**src/rtl/demux_1_to_2_stream.sv**
```systemverilog
// Registered 1-to-2 stream demultiplexer: each word is steered by in_sel into one
// of two independent 2-entry output FIFOs, each with its own accepted-word counter.

module demux_1_to_2_fifo2 #(
  parameter int DATA_W = 8,
  parameter int CNT_W  = 8
) (
  input  logic              clk,
  input  logic              rst_n,
  input  logic              push,
  input  logic              pop,
  input  logic [DATA_W-1:0] push_data,
  output logic              valid,
  output logic              full,
  output logic [DATA_W-1:0] data,
  output logic [CNT_W-1:0]  cnt
);

  // state | meaning
  // EMPTY | no word buffered, valid low
  // ONE   | head holds the only word
  // FULL  | head holds the oldest word, tail the newer one; push blocked
  typedef enum logic [1:0] {
    EMPTY = 2'd0,
    ONE   = 2'd1,
    FULL  = 2'd2
  } state_t;

  state_t              state_q, state_d;
  logic [DATA_W-1:0]   head_q, head_d;
  logic [DATA_W-1:0]   tail_q, tail_d;
  logic [CNT_W-1:0]    cnt_q, cnt_d;

  localparam logic [CNT_W-1:0] CNT_ONE = {{(CNT_W-1){1'b0}}, 1'b1};

  always_ff @(posedge clk) begin
    if (!rst_n) begin
      state_q <= EMPTY;
      head_q  <= '0;
      tail_q  <= '0;
      cnt_q   <= '0;
    end else begin
      state_q <= state_d;
      head_q  <= head_d;
      tail_q  <= tail_d;
      cnt_q   <= cnt_d;
    end
  end

  always_comb begin
    state_d = state_q;
    head_d  = head_q;
    tail_d  = tail_q;
    cnt_d   = push ? cnt_q + CNT_ONE : cnt_q;
    case (state_q)
      EMPTY: begin
        if (push) begin
          head_d  = push_data;
          state_d = ONE;
        end
      end
      ONE: begin
        case ({push, pop})
          2'b10: begin
            tail_d  = push_data;
            state_d = FULL;
          end
          2'b01: state_d = EMPTY;
          // Simultaneous push/pop: the new word replaces the departing head.
          2'b11: head_d = push_data;
          default: ;
        endcase
      end
      FULL: begin
        if (pop) begin
          head_d  = tail_q;
          state_d = ONE;
        end
      end
      default: state_d = EMPTY;
    endcase
  end

  assign valid = (state_q != EMPTY);
  assign full  = (state_q == FULL);
  assign data  = head_q;
  assign cnt   = cnt_q;

endmodule

module demux_1_to_2_stream #(
  parameter int DATA_W = 8,
  parameter int CNT_W  = 8
) (
  input  logic              clk,
  input  logic              rst_n,
  input  logic              in_valid,
  output logic              in_ready,
  input  logic [DATA_W-1:0] in_data,
  input  logic              in_sel,
  output logic              out0_valid,
  input  logic              out0_ready,
  output logic [DATA_W-1:0] out0_data,
  output logic              out1_valid,
  input  logic              out1_ready,
  output logic [DATA_W-1:0] out1_data,
  output logic [CNT_W-1:0]  cnt0,
  output logic [CNT_W-1:0]  cnt1
);

  logic full0, full1;
  logic push0, push1;
  logic pop0, pop1;

  // Ready depends only on the selected FIFO so a stalled output never blocks the other.
  assign in_ready = in_sel ? !full1 : !full0;

  assign push0 = in_valid && in_ready && !in_sel;
  assign push1 = in_valid && in_ready &&  in_sel;
  assign pop0  = out0_valid && out0_ready;
  assign pop1  = out1_valid && out1_ready;

  demux_1_to_2_fifo2 #(
    .DATA_W (DATA_W),
    .CNT_W  (CNT_W)
  ) u_fifo0 (
    .clk       (clk),
    .rst_n     (rst_n),
    .push      (push0),
    .pop       (pop0),
    .push_data (in_data),
    .valid     (out0_valid),
    .full      (full0),
    .data      (out0_data),
    .cnt       (cnt0)
  );

  demux_1_to_2_fifo2 #(
    .DATA_W (DATA_W),
    .CNT_W  (CNT_W)
  ) u_fifo1 (
    .clk       (clk),
    .rst_n     (rst_n),
    .push      (push1),
    .pop       (pop1),
    .push_data (in_data),
    .valid     (out1_valid),
    .full      (full1),
    .data      (out1_data),
    .cnt       (cnt1)
  );

endmodule

```
**config.mk**
```make
export PLATFORM = sky130hd
export DESIGN_NAME = demux_1_to_2_stream
export DESIGN_NICKNAME = d
export VERILOG_FILES = /design/src/rtl/demux_1_to_2_stream.sv
export SDC_FILE = /design/constraint.sdc
export NUM_CORES = 1
export LEC_CHECK = 0
export BUFFER_PORTS_ARGS = -buffer_cell sky130_fd_sc_hd__buf_2
export CORE_ASPECT_RATIO = 0.6
export CORE_MARGIN = 2
export CORE_UTILIZATION = 54
export CTS_CLUSTER_SIZE = 12
export DETAILED_ROUTE_END_ITERATION = 8
export GPL_TIMING_DRIVEN = 0
export PLACE_DENSITY = 0.79
export SYNTH_ARGS = -nofsm -noshare
export SYNTH_HDL_FRONTEND = slang
export SYNTH_SLANG_ARGS = --single-unit
```
**constraint.sdc**
```tcl
create_clock -name clk -period 2.1 [get_ports clk]
set_input_delay 0.315 -clock clk [delete_from_list [all_inputs] [get_ports clk]]
set_output_delay 0.315 -clock clk [all_outputs]
set_load 0.1 [all_outputs]
```
==> flow_metrics.py <==
metrics = {
    "drt": {
        "drt_drc_violations_left": 0,
        "vias_per_cell": 5.27,
        "ant_nets": 0,
        "drt_iter0_markers": 94,
        "wirelength_mm": 5.22,
        "firstDrtPassIters": 4,
        "routedWlPerCell_um": 14.0,
        "vias": 1966,
    },
    "clocking": {
        "clock_sinks": 52,
        "htree_levels": 2,
        "cts_root_buf": "clkbuf_8",
        "cts_buffer_depth": 2,
        "cts_buffers": 5,
        "insertion_delay_ns": 0.31,
        "post_cts_buffers": 0,
        "postCtsHoldBufs": 0,
        "path_clk_slew_ns": 0.09,
        "cts_tree": "done",
    },
    "run_status": {
        "outcome": "completed",
    },
    "yosys": {
        "yosysSeqAreaShare_pct": 43.1,
        "yosys.area_share.simple_pct": 27.3,
        "synth-xor-area-share_pct": 4.72,
        "syn_area_sq_um": 2410,
        "synth_top_family_by_area": "simple AND/OR/NAND/NOR gates",
        "synth_top_area_share_pct": 43.1,
        "muxShareOfSynthArea_pct": 7.88,
        "syn_area_per_cell_sq_um": 9.32,
        "synth_top_area_cell": "dfxtp_1",
        "syn_inst": 259,
        "syn_nets": 275,
        "synth_cell_types": 38,
        "synth_seq_cells": 52,
        "synth_adder_area_share_pct": 1.04,
        "synth_compound_area_share_pct": 11.9,
        "synth.area.top_cells": "dfxtp_1 43%, mux2i_1 7.9%, o211a_1 6.6%, nand2_1 6.1%, nand3_1 4.6%",
        "ys.warnings.count": 0,
    },
    "grt": {
        "grt_pass1_wl_mm": 8.72,
        "grt_pass1_vias": 1803,
        "grt_util_all_layers_pct": 21.7,
        "antenna_found_initial": 0,
        "gr-total-overflow": 0,
        "grt_start_max_net_pins": 16,
    },
    "finish": {
        "drive_gt1_share_pct": 23.0,
        "final_cell_mix": "52 x dfxtp_1, 49 x buf_2, 39 x nand2_1",
        "synthToLayoutAreaGrowth_pct": 18.8,
        "nets": 328,
        "finalNonFillerCells": 373,
        "layout_commonest_cell": "dfxtp_1",
        "diodes": 0,
    },
    "floorplanning": {
        "coreArea_sq_um": 4210,
        "start_util_pct": 57.3,
        "fp-row-count": 18,
        "die_h_um": 55.8,
        "ios": 49,
        "die_area_sq_um": 5040,
        "fp.dieW_um": 90.3,
    },
    "pwr": {
        "total_power_mw": 2.29,
        "p_leak_nw": 1.38,
        "intPower_mw": 1.55,
        "power_switching_mw": 0.740,
        "clkPwrFrac_pct": 32.8,
        "ir_worst_vdd_mv": 0.432,
        "p_comb_share_pct": 21.3,
        "p_sw_share_pct": 32.3,
        "p_seq_share_pct": 45.9,
        "p_per_area_nw_per_um2": 800,
    },
    "sta": {
        "clock_skew_ns": 0.00489,
        "fmax_mhz": 500,
        "slew_violations": 0,
        "setup_violations": 0,
        "min_period_over_period_pct": 95.2,
        "rsz0062_at_grt": "false",
        "min_period_ns": 2.00,
        "relSlewSlack_pct": 65.7,
        "tns_ns": 0,
        "report.final.hold_viol_count": 0,
        "worst_slew_pin_slew_ns": 0.515,
        "whs_ns": 0.240,
    },
    "place": {
        "dpl.hpwl_mm": 3.70,
        "dp.cells": 365,
        "place_congestion": 0.779,
        "io_buffers": 46,
    },
    "critical_path": {
        "criticalPathCategory": "reg2out",
        "cp-start-kind": "register",
        "critical_path_peak_fanout": 10,
        "r2r_cells": 5,
        "required_ns": 1.78,
        "worstSetupEndpointType": "output pin",
        "rrSetupSlack_ns": 0.39,
        "cp.arrival_ns": 1.68,
    },
    "min_path": {
        "hold_depth": 2,
        "hold_class": "in2reg",
    },
    "run": {
        "cap_violations": 0,
    },
}
[per-stage QoR]
step                cell area [sq um]  worst slack [ns]  utilization [%]
CTS                              2870            0.0214             68.0
finish                           2870             0.101             68.1
floorplan                        2430            0.0994                -
global placement                 2730             0.250             64.9
detailed placement               2730             0.228             64.9
global route                     2870           0.00689             68.1
[cell type report]
class	count	area [sq um]
repair buffers	46	233
clock inverters	1	30.0
clock buffers	7	96.3
plain buffers	19	104
fillers	361	1340
multi-input cells	188	1290
well taps	60	75.1
flip-flops and latches	52	1040
[power by group through the flow]
stage	Combinational (mW)	Sequential (mW)	Clock, mW
2_1_floorplan	0.157	1.31	0
3_3_place_gp	0.482	1.07	0
3_5_place_dp	0.487	1.08	0
4_1_cts	0.489	1.05	0.761
5_1_grt	0.510	1.06	0.791
6_report	0.489	1.05	0.752
[sequential cells by signal, summed over array words and instances (netlist names)]
register and count:
u_fifo1.tail_q 8, u_fifo1.cnt 8, u_fifo0.cnt 8, u_fifo1.state_q 2, u_fifo1.data 8, u_fifo0.tail_q 8, u_fifo0.data 8, u_fifo0.state_q 2
[final timing paths]
path                                            to               start
worst max-delay path                      in_ready  u_fifo1.state_q[1]
worst min-delay path            u_fifo1.state_q[1]          out1_ready
worst max register to register     u_fifo1.data[4]  u_fifo1.state_q[1]
worst min register to register   u_fifo0.tail_q[3]   u_fifo0.tail_q[3]
[worst max-delay path: stages (launching register included)]
cell and delay (ns):
dfxtp_1 0.39, nor2b_1 0.16, clkbuf_2 0.16, buf_4 0.20, mux2i_4 0.14, buf_4 0.31
[cell usage after synthesis]
| cell | number |
|---|---|
| and3b_1 | 1 |
| nand2b_1 | 2 |
| and4b_2 | 1 |
| nand3b_1 | 1 |
| buf_6 | 1 |
| nor2_1 | 4 |
| and3b_2 | 1 |
| o31a_1 | 1 |
| nor3_1 | 4 |
| nand3_1 | 22 |
| nor4b_1 | 3 |
| nand2_1 | 39 |
| or3_1 | 1 |
| or2_2 | 2 |
| nor2b_1 | 11 |
| nor3b_1 | 4 |
| buf_2 | 6 |
| nor4_1 | 2 |
| o31a_2 | 1 |
| nand4_1 | 2 |
| nand3_2 | 2 |
| or2b_1 | 1 |
| xor2_1 | 11 |
| a211o_1 | 1 |
| and4_1 | 1 |
| ha_1 | 2 |
| o211a_1 | 16 |
| mux2i_1 | 19 |
| xnor2_1 | 2 |
| o21ai_0 | 2 |
| clkbuf_1 | 11 |
| buf_8 | 1 |
| nor4_2 | 1 |
| dfxtp_1 | 52 |
| and4bb_1 | 1 |
| a21oi_1 | 3 |
| and2_1 | 14 |
| a21boi_0 | 10 |
[timing repair]
| action | 4_1_cts | 5_1_grt |
|---|---|---|
| gates resized for setup | 3 | 2 |
| setup endpoints to repair | 1 | 1 |
| cloned | 0 | 0 |
| hold endpoints to repair | 0 | 0 |
[layer usage]
metal / global-route usage (%) / share of wire, % / up-vias
met5: 0 / 0 / -
met4: 6.15 / 1.1 / 0
met3: 5.56 / 6.1 / 7
met2: 30.0 / 42 / 50
met1: 33.0 / 51 / 903
li1: - / - / 1006
[logic make-up after synthesis]
| group | count (synthesis) |
|---|---|
| AO/OA/AOI/OAI | 34 |
| XOR/XNOR | 13 |
| adder cells (fa/ha/maj) | 2 |
| buffers and inverters | 19 |
| flip-flops | 52 |
| multiplexers | 19 |
| AND/OR/NAND/NOR | 120 |
Note: power is estimated with default switching activity, not from simulation.
